File: config.mk
export PLATFORM = sky130hd
export DESIGN_NAME = restoring_divider
export DESIGN_NICKNAME = d
export VERILOG_FILES = /design/src/rtl/restoring_divider.sv
export SDC_FILE = /design/constraint.sdc
export NUM_CORES = 1
export LEC_CHECK = 0
export ABC_AREA = 1
export CELL_PAD_IN_SITES_DETAIL_PLACEMENT = 0
export CELL_PAD_IN_SITES_GLOBAL_PLACEMENT = 2
export CORE_ASPECT_RATIO = 2
export CORE_MARGIN = 5
export CORE_UTILIZATION = 30
export CTS_CLUSTER_DIAMETER = 40
export DETAILED_ROUTE_END_ITERATION = 12
export PLACE_DENSITY = 0.78
export SLEW_MARGIN = 20
export SYNTH_ARGS = -nofsm -noshare
export SYNTH_HDL_FRONTEND = slang
export SYNTH_SLANG_ARGS = --single-unit
File: constraint.sdc
create_clock -name clk -period 1.9 [get_ports clk]
set_clock_uncertainty 0.2 [all_clocks]
set_input_delay 0.19 -clock clk [delete_from_list [all_inputs] [get_ports clk]]
set_output_delay 0.19 -clock clk [all_outputs]
set_load 0.02 [all_outputs]
File: src/rtl/restoring_divider.sv
// rtl/restoring_divider.sv - sequential unsigned restoring divider, one shift-subtract per clock
module restoring_divider #(
    parameter int WIDTH = 4
) (
    input  logic             clk,
    input  logic             rst_n,
    input  logic             start,
    input  logic [WIDTH-1:0] dividend,
    input  logic [WIDTH-1:0] divisor,
    output logic             busy,
    output logic             done,
    output logic [WIDTH-1:0] quotient,
    output logic [WIDTH-1:0] remainder,
    output logic             div_by_zero
);
    localparam int CW = (WIDTH > 2) ? $clog2(WIDTH) : 1;
    localparam logic [CW-1:0] LAST = CW'(WIDTH - 1);

    typedef enum logic {S_IDLE, S_RUN} state_t;

    state_t           state_q, state_d;
    logic [WIDTH-1:0] q_q, q_d;
    logic [WIDTH:0]   r_q, r_d;
    logic [WIDTH-1:0] d_q, d_d;
    logic [CW-1:0]    cnt_q, cnt_d;
    logic             dz_q, dz_d;
    logic             busy_q, busy_d;
    logic             done_q, done_d;
    logic [WIDTH-1:0] quotient_q, quotient_d;
    logic [WIDTH-1:0] remainder_q, remainder_d;
    logic             dbz_q, dbz_d;

    // One restoring step: shift the next dividend bit into the partial remainder.
    logic [WIDTH:0]   t_val;
    logic [WIDTH:0]   t_sub;
    logic             t_ge;
    logic [WIDTH-1:0] q_next;
    logic [WIDTH:0]   r_next;

    assign t_val  = {r_q[WIDTH-1:0], q_q[WIDTH-1]};
    assign t_sub  = t_val - {1'b0, d_q};
    assign t_ge   = (t_val >= {1'b0, d_q});
    assign q_next = {q_q[WIDTH-2:0], t_ge};
    assign r_next = t_ge ? t_sub : t_val;

    always_comb begin
        state_d     = state_q;
        q_d         = q_q;
        r_d         = r_q;
        d_d         = d_q;
        cnt_d       = cnt_q;
        dz_d        = dz_q;
        busy_d      = busy_q;
        done_d      = 1'b0;
        quotient_d  = quotient_q;
        remainder_d = remainder_q;
        dbz_d       = dbz_q;
        case (state_q)
            S_IDLE: begin
                if (start) begin
                    q_d     = dividend;
                    d_d     = divisor;
                    r_d     = '0;
                    cnt_d   = '0;
                    dz_d    = (divisor == '0);
                    busy_d  = 1'b1;
                    state_d = S_RUN;
                end
            end
            S_RUN: begin
                if (dz_q) begin
                    // Divide by zero skips iterations; Q still holds the dividend.
                    quotient_d  = '1;
                    remainder_d = q_q;
                    dbz_d       = 1'b1;
                    done_d      = 1'b1;
                    busy_d      = 1'b0;
                    dz_d        = 1'b0;
                    state_d     = S_IDLE;
                end else begin
                    q_d   = q_next;
                    r_d   = r_next;
                    cnt_d = cnt_q + 1'b1;
                    if (cnt_q == LAST) begin
                        quotient_d  = q_next;
                        remainder_d = r_next[WIDTH-1:0];
                        dbz_d       = 1'b0;
                        done_d      = 1'b1;
                        busy_d      = 1'b0;
                        state_d     = S_IDLE;
                    end
                end
            end
            default: state_d = S_IDLE;
        endcase
    end

    always_ff @(posedge clk) begin
        if (!rst_n) begin
            state_q     <= S_IDLE;
            q_q         <= '0;
            r_q         <= '0;
            d_q         <= '0;
            cnt_q       <= '0;
            dz_q        <= 1'b0;
            busy_q      <= 1'b0;
            done_q      <= 1'b0;
            quotient_q  <= '0;
            remainder_q <= '0;
            dbz_q       <= 1'b0;
        end else begin
            state_q     <= state_d;
            q_q         <= q_d;
            r_q         <= r_d;
            d_q         <= d_d;
            cnt_q       <= cnt_d;
            dz_q        <= dz_d;
            busy_q      <= busy_d;
            done_q      <= done_d;
            quotient_q  <= quotient_d;
            remainder_q <= remainder_d;
            dbz_q       <= dbz_d;
        end
    end

    assign busy        = busy_q;
    assign done        = done_q;
    assign quotient    = quotient_q;
    assign remainder   = remainder_q;
    assign div_by_zero = dbz_q;
endmodule

## Word-level counts from Yosys, hierarchy flattened

Index checks and enable logic that the tools add are counted.

- Word-level logic and storage cells: 53
- Register bits after elaboration: 27
- Bits of input ports: 11

- $add $sub $neg: 2
- Bitwise operators: 1
- Reduce and logical (&&, ||, !) cells: 7
- Multiplexer cells: 27
- Equal/unequal tests: 4
- Order comparisons: 1

Operator list:

| kind | number |
|---|---|
| 4-bit 2-to-1 mux | 9 |
| 4-bit one-hot mux with 2 select lines | 2 |
| 1-bit 2-to-1 mux | 10 |
| 2-bit AND reduction | 5 |
| 1-bit one-hot mux with 2 select lines | 3 |
| 5-bit by 4-bit >= comparator with 1-bit output | 1 |
| 4-bit zero test | 1 |
| 2-bit 2-to-1 mux | 2 |
| 2-bit != test, second input constant | 2 |
| 2-bit one-hot mux with 2 select lines | 1 |
| 4-bit subtractor | 1 |
| 3-bit by 1-bit != test with 1-bit output, second input constant | 1 |
| 2-bit by 1-bit adder with 2-bit output, second input constant | 1 |
| 2-bit == test, second input constant | 1 |
| 2-bit nonzero test | 1 |
| 1-bit NOT | 1 |

## Logic depth before layout (Yosys ltp)

Gate-level depths: netlist of run 1.

- Word-level depth: 4
- Depth in mapped cells: 12

## Worst setup path before layout of run 1

No wires, ideal clock.

- Path kind: reg2reg
- From: reg q_q[3]
- To: reg remainder_q[2], in the netlist remainder[2]
- Period minus slack after synthesis: 1.661 ns
- Cell stages (with the launch flop): 10
- Setup slack: 0.239 ns
- Path buffers: 0
- Arrival time: 1.345 ns
- Setup time: 0.116 ns
- Cell sequence: dfxtp_1 > inv_1 > ha_1 > inv_1 > fa_1 > xor2_1 > nand2_2 > nand2_2 > o21ai_1 > nand2_1

- Cells in the longest elaborated chain, start to end: 4
- Elaborated cells between the ends (all ways): 5
- Classes of those cells: add/sub (1); order compare (1); mux (3)

Ends and longest elaborated chain:

| what | line | RTL |
|---|---|---|
| start: declaration | 22 | `logic [WIDTH-1:0] q_q, q_d;` |
| start signal: assignment | 113 | `q_q <= q_d;` |
| 4-bit subtractor / 5-bit by 4-bit >= comparator with 1-bit output (equally long branches) | 41, 42 |  |
| 4-bit 2-to-1 mux (*) | 44 | `assign r_next = t_ge ? t_sub : t_val;` |
| 4-bit 2-to-1 mux (*) | 84 | `if (cnt_q == LAST) begin` |
| 4-bit 2-to-1 mux (*) | 71 | `if (dz_q) begin` |
| end signal: assignment | 121 | `remainder_q <= remainder_d;` |
| end: declaration | 30 | `logic [WIDTH-1:0] remainder_q, remainder_d;` |

Mark *: on every way between the ends. The rest lies on a longest branch, timed or not. The select of a mux whose other input is x is not followed.
A chain may end at the register's enable or synchronous reset.

## Final worst setup path of run 1

- From: reg q_q[3]
- To: reg r_q[2]

- Cells in the longest elaborated chain, start to end: 4
- Elaborated cells between the ends (all ways): 5
- Classes of those cells: add/sub (1); order compare (1); mux (3)

Ends and longest elaborated chain:

| what | line | RTL |
|---|---|---|
| 4-bit subtractor / 5-bit by 4-bit >= comparator with 1-bit output (equally long branches) | 41, 42 |  |
| 4-bit 2-to-1 mux (*) | 44 |  |
| 4-bit 2-to-1 mux (*) | 71 |  |
| 4-bit one-hot mux with 2 select lines (*) | 58 | `case (state_q)` |
| end signal: assignment | 114 | `r_q <= r_d;` |
| end: declaration | 23 | `logic [WIDTH:0] r_q, r_d;` |

Marks and branches as above.

==> flow_metrics.tcl, run 1 <==
set metrics [dict create \
    yosysUniqueCellTypes 29 \
    fin_setup_tns_ps 0 \
    row_count 34 \
    dr.max_layer_used "met4" \
    mappedNetlistNets 183 \
    timing.setup.critical_path_class "reg -> reg" \
    async_flop_share 0 \
    detailed_place_hpwl_um 2640 \
    floorplan_die_area_mm2 0.00589 \
    cts.path.max_buffers 2 \
    min_path_cells 2 \
    globalRouteTotalUtil 0.118 \
    synthesis.area_mm2 0.00132 \
    met2_length_um 1820 \
    cts_tree "built" \
    yosysWarnings 0 \
    headroom_to_the_max_slew_limit 0.796 \
    worstReg2RegEnd "r_q[2]$_SDFFE_PN0P_" \
    syn-instance-count 166 \
    synth-seq-cells 27 \
    core_mm2 0.00430 \
    antenna_violations_before_repair 0 \
    finalWorstPathRequiredPeriod_ps 1780 \
    period_utilization 0.939 \
    worstSkewPairLatency_ps 270 \
    synth_largest_area_cell "sky130_fd_sc_hd__dfxtp_1" \
    dp.cells 242 \
    power_leakage_nw 0.701 \
    grt_start_max_net_pins 15 \
    worst_setup_path_start_kind "flop" \
    seqCellArea_um2 544 \
    timing.max_cap.violations 0 \
    drtAntennaViolNets 0 \
    synth_edf_count 0 \
    layout.cell_area.non_filler_mm2 0.00167 \
    post_synth_main_area_contributors "sky130_fd_sc_hd__dfxtp_1 41%, sky130_fd_sc_hd__nand2_1 12%, sky130_fd_sc_hd__nand2_2 5.7%" \
    irDropWorstVdd_v 0.000407 \
    drc 0 \
    die_width_um 56.8 \
    r2r_slack_ps 120 \
    io_pins 22 \
    filler_cell_count 456 \
    post_cts_buffers 0 \
    end_kind "flop" \
    timing.final.setup_violations 0 \
    gr-total-overflow 0 \
    timing.reg2reg.worst_path_depth 9 \
    synthesis.area_per_instance_um2 7.93 \
    detail_route.iter0.violations 13 \
    hold_end "quotient[2]$_SDFFE_PN0P_" \
    multi_input_area_um2 691 \
    rsz0062_at_grt "no" \
    initial_core_util 0.306 \
    final_layout_size_suffix_gt1_frac 0.234 \
    first_global_vias 1159 \
    numCtsBuffers 3 \
    worst_slew_pin_slew_ps 305 \
    synthMostInstantiatedCell "sky130_fd_sc_hd__nand2_1" \
    synth_largest_type_area_fraction 0.411 \
    clk_root_buffer_cell "sky130_fd_sc_hd__clkbuf_8" \
    cts.sink_count 27 \
    worstReg2RegStart "q_q[3]$_SDFFE_PN0P_" \
    share_of_synthesized_area_occupied_by_flip_flops_and_latches 0.411 \
    area_growth_pct 26.8 \
    die_y_um 104 \
    ctsHtreeMaxLevel 1 \
    status "finished clean" \
    average_detailed_routed_wire_length_per_instance_um 13.2 \
    power_density_mw_per_mm2 753 \
    route.vias.total 1117 \
    dominantRegCellSynth "sky130_fd_sc_hd__dfxtp_1" \
    synth_commonest_cells "42 x sky130_fd_sc_hd__nand2_1, 27 x sky130_fd_sc_hd__dfxtp_1, 12 x sky130_fd_sc_hd__nand2_2" \
    io_buffer_count 21 \
    timing.critical_path.fanout_max 3 \
    routed_wl_um 3240 \
    worst_path_clk_slew_ps 90 \
    worst_hold_startpoint "quotient[2]$_SDFFE_PN0P_" \
    instances_no_fill 246 \
    post_cts_hold_buffer_count 0 \
    fin_max_slew_vios 0 \
    drt-met1-wl_um 1270 \
    maxClockFrequency_mhz 561 \
    antenna_cells_inserted 0 \
    critPathRequiredTime_ps 1920 \
    worst_ep_arrival_time_ps 1800 \
    grt_first_pass_wirelength_um 5550 \
    power.total_w 0.00126 \
    finalHoldViolations 0 \
    gp_congestion 0.826 \
    met3_wirelength_um 89 \
    drt_pass1_iterations 3 \
    route.detailed.vias_per_inst 4.54 \
    worst_hold_path_type "reg -> reg" \
    nNetsFinal 210 \
    post_dp_cell_area_mm2 0.00161 \
]
[how the worst max path moves through the flow]
stage	start	slack (ps)	endpoint	cells past startpoint
2_1_floorplan	q_q[3]$_SDFFE_PN0P_	240	remainder[2]$_SDFFE_PN0P_	9
3_3_place_gp	q_q[3]$_SDFFE_PN0P_	80	remainder[2]$_SDFFE_PN0P_	9
3_5_place_dp	q_q[3]$_SDFFE_PN0P_	80	remainder[2]$_SDFFE_PN0P_	9
4_1_cts	q_q[3]$_SDFFE_PN0P_	60	r_q[2]$_SDFFE_PN0P_	9
5_1_grt	q_q[3]$_SDFFE_PN0P_	20	r_q[2]$_SDFFE_PN0P_	9
6_report	q_q[3]$_SDFFE_PN0P_	120	r_q[2]$_SDFFE_PN0P_	9
[critical path, stage by stage (launching register included)]
cell                      delay [ps]
sky130_fd_sc_hd__dfxtp_2         340
sky130_fd_sc_hd__inv_1            90
sky130_fd_sc_hd__ha_2            180
sky130_fd_sc_hd__inv_1            70
sky130_fd_sc_hd__fa_2            330
sky130_fd_sc_hd__xor2_1          180
sky130_fd_sc_hd__nand2_2          80
sky130_fd_sc_hd__nand2_2          80
sky130_fd_sc_hd__nand2_1          70
sky130_fd_sc_hd__a21oi_2         120
[final cells by class]
cell class / instances / share of cell area
inverter: 16 / 0.0487
timing repair buffer: 25 / 0.144
tap: 54 / 0.0405
multi-input combinational: 120 / 0.414
clock buffer: 4 / 0.0270
sequential: 27 / 0.326
[registers in the layout (all words and copies together) (netlist names)]
name / cells
cnt_q: 2
busy: 1
div_by_zero: 1
q_q: 4
state_q: 1
r_q: 4
quotient: 4
remainder: 4
dz_q: 1
done: 1
d_q: 4
[per-stage QoR]
stage | utilization | hold slack, ps | setup WS [ps]
floorplan | - | 130 | 239
global placement | 0.374 | 238 | 78.7
detailed placement | 0.374 | 243 | 76.2
CTS | 0.385 | 259 | 57.1
global route | 0.388 | 283 | 21.0
finish | 0.388 | 257 | 116
[report_power, final]
part / internal, W / total (W) / switching (W) / leakage [nW]
sequential: 0.000596 / 0.000621 / 0.0000247 / 0.222
combinational: 0.000120 / 0.000302 / 0.000182 / 0.457
clock: 0.000151 / 0.000334 / 0.000183 / 0.0228
total: 0.000867 / 0.00126 / 0.000390 / 0.701
[cell usage in the layout, fill, tap and decap left out, types with 4 or more instances in the layout]
master / n
sky130_fd_sc_hd__a21oi_1: 9
sky130_fd_sc_hd__a21oi_2: 5
sky130_fd_sc_hd__a31oi_1: 4
sky130_fd_sc_hd__buf_4: 4
sky130_fd_sc_hd__clkdlybuf4s50_1: 21
sky130_fd_sc_hd__dfxtp_1: 24
sky130_fd_sc_hd__inv_1: 8
sky130_fd_sc_hd__inv_2: 4
sky130_fd_sc_hd__nand2_1: 42
sky130_fd_sc_hd__nand2_2: 12
sky130_fd_sc_hd__nand3_1: 7
sky130_fd_sc_hd__nor2_1: 8
sky130_fd_sc_hd__o21ai_0: 7
sky130_fd_sc_hd__o21ai_1: 7
[per-layer routing]
metal  vias up  track usage
met3         5       0.0187
li1        595            -
met5         -            0
met2        14        0.229
met4         0       0.0398
met1       503        0.121
[repair_timing]
item                       4_1_cts  5_1_grt
hold endpoints to repair         0        0
setup endpoints to repair        0        7
gates resized for setup          0        8
[cells by family (layout without fill, tap and decap cells)]
kind of cell,count (synthesis),count (layout),synth area share
AND/OR/NAND/NOR,76,76,0.278
AO/OA/AOI/OAI,37,37,0.169
flip-flops,27,27,0.411
XOR/XNOR,1,1,0.00666
buffers and inverters,19,45,0.0732
adder cells (fa/ha/maj),6,6,0.0627
Power figures use the tool's default switching activity.
==> inputs of run 2 (changes only) <==
--- a/config.mk
+++ b/config.mk
@@ -6,12 +6,12 @@
 export NUM_CORES = 1
 export LEC_CHECK = 0
 export ABC_AREA = 1
+export CAP_MARGIN = 0
 export CELL_PAD_IN_SITES_DETAIL_PLACEMENT = 0
 export CELL_PAD_IN_SITES_GLOBAL_PLACEMENT = 2
 export CORE_ASPECT_RATIO = 2
 export CORE_MARGIN = 5
 export CORE_UTILIZATION = 30
-export CTS_CLUSTER_DIAMETER = 40
 export DETAILED_ROUTE_END_ITERATION = 12
 export PLACE_DENSITY = 0.78
 export SLEW_MARGIN = 20
==> results of run 2 <==
The final DEF is identical to that of run 1; final timing and power are the same.
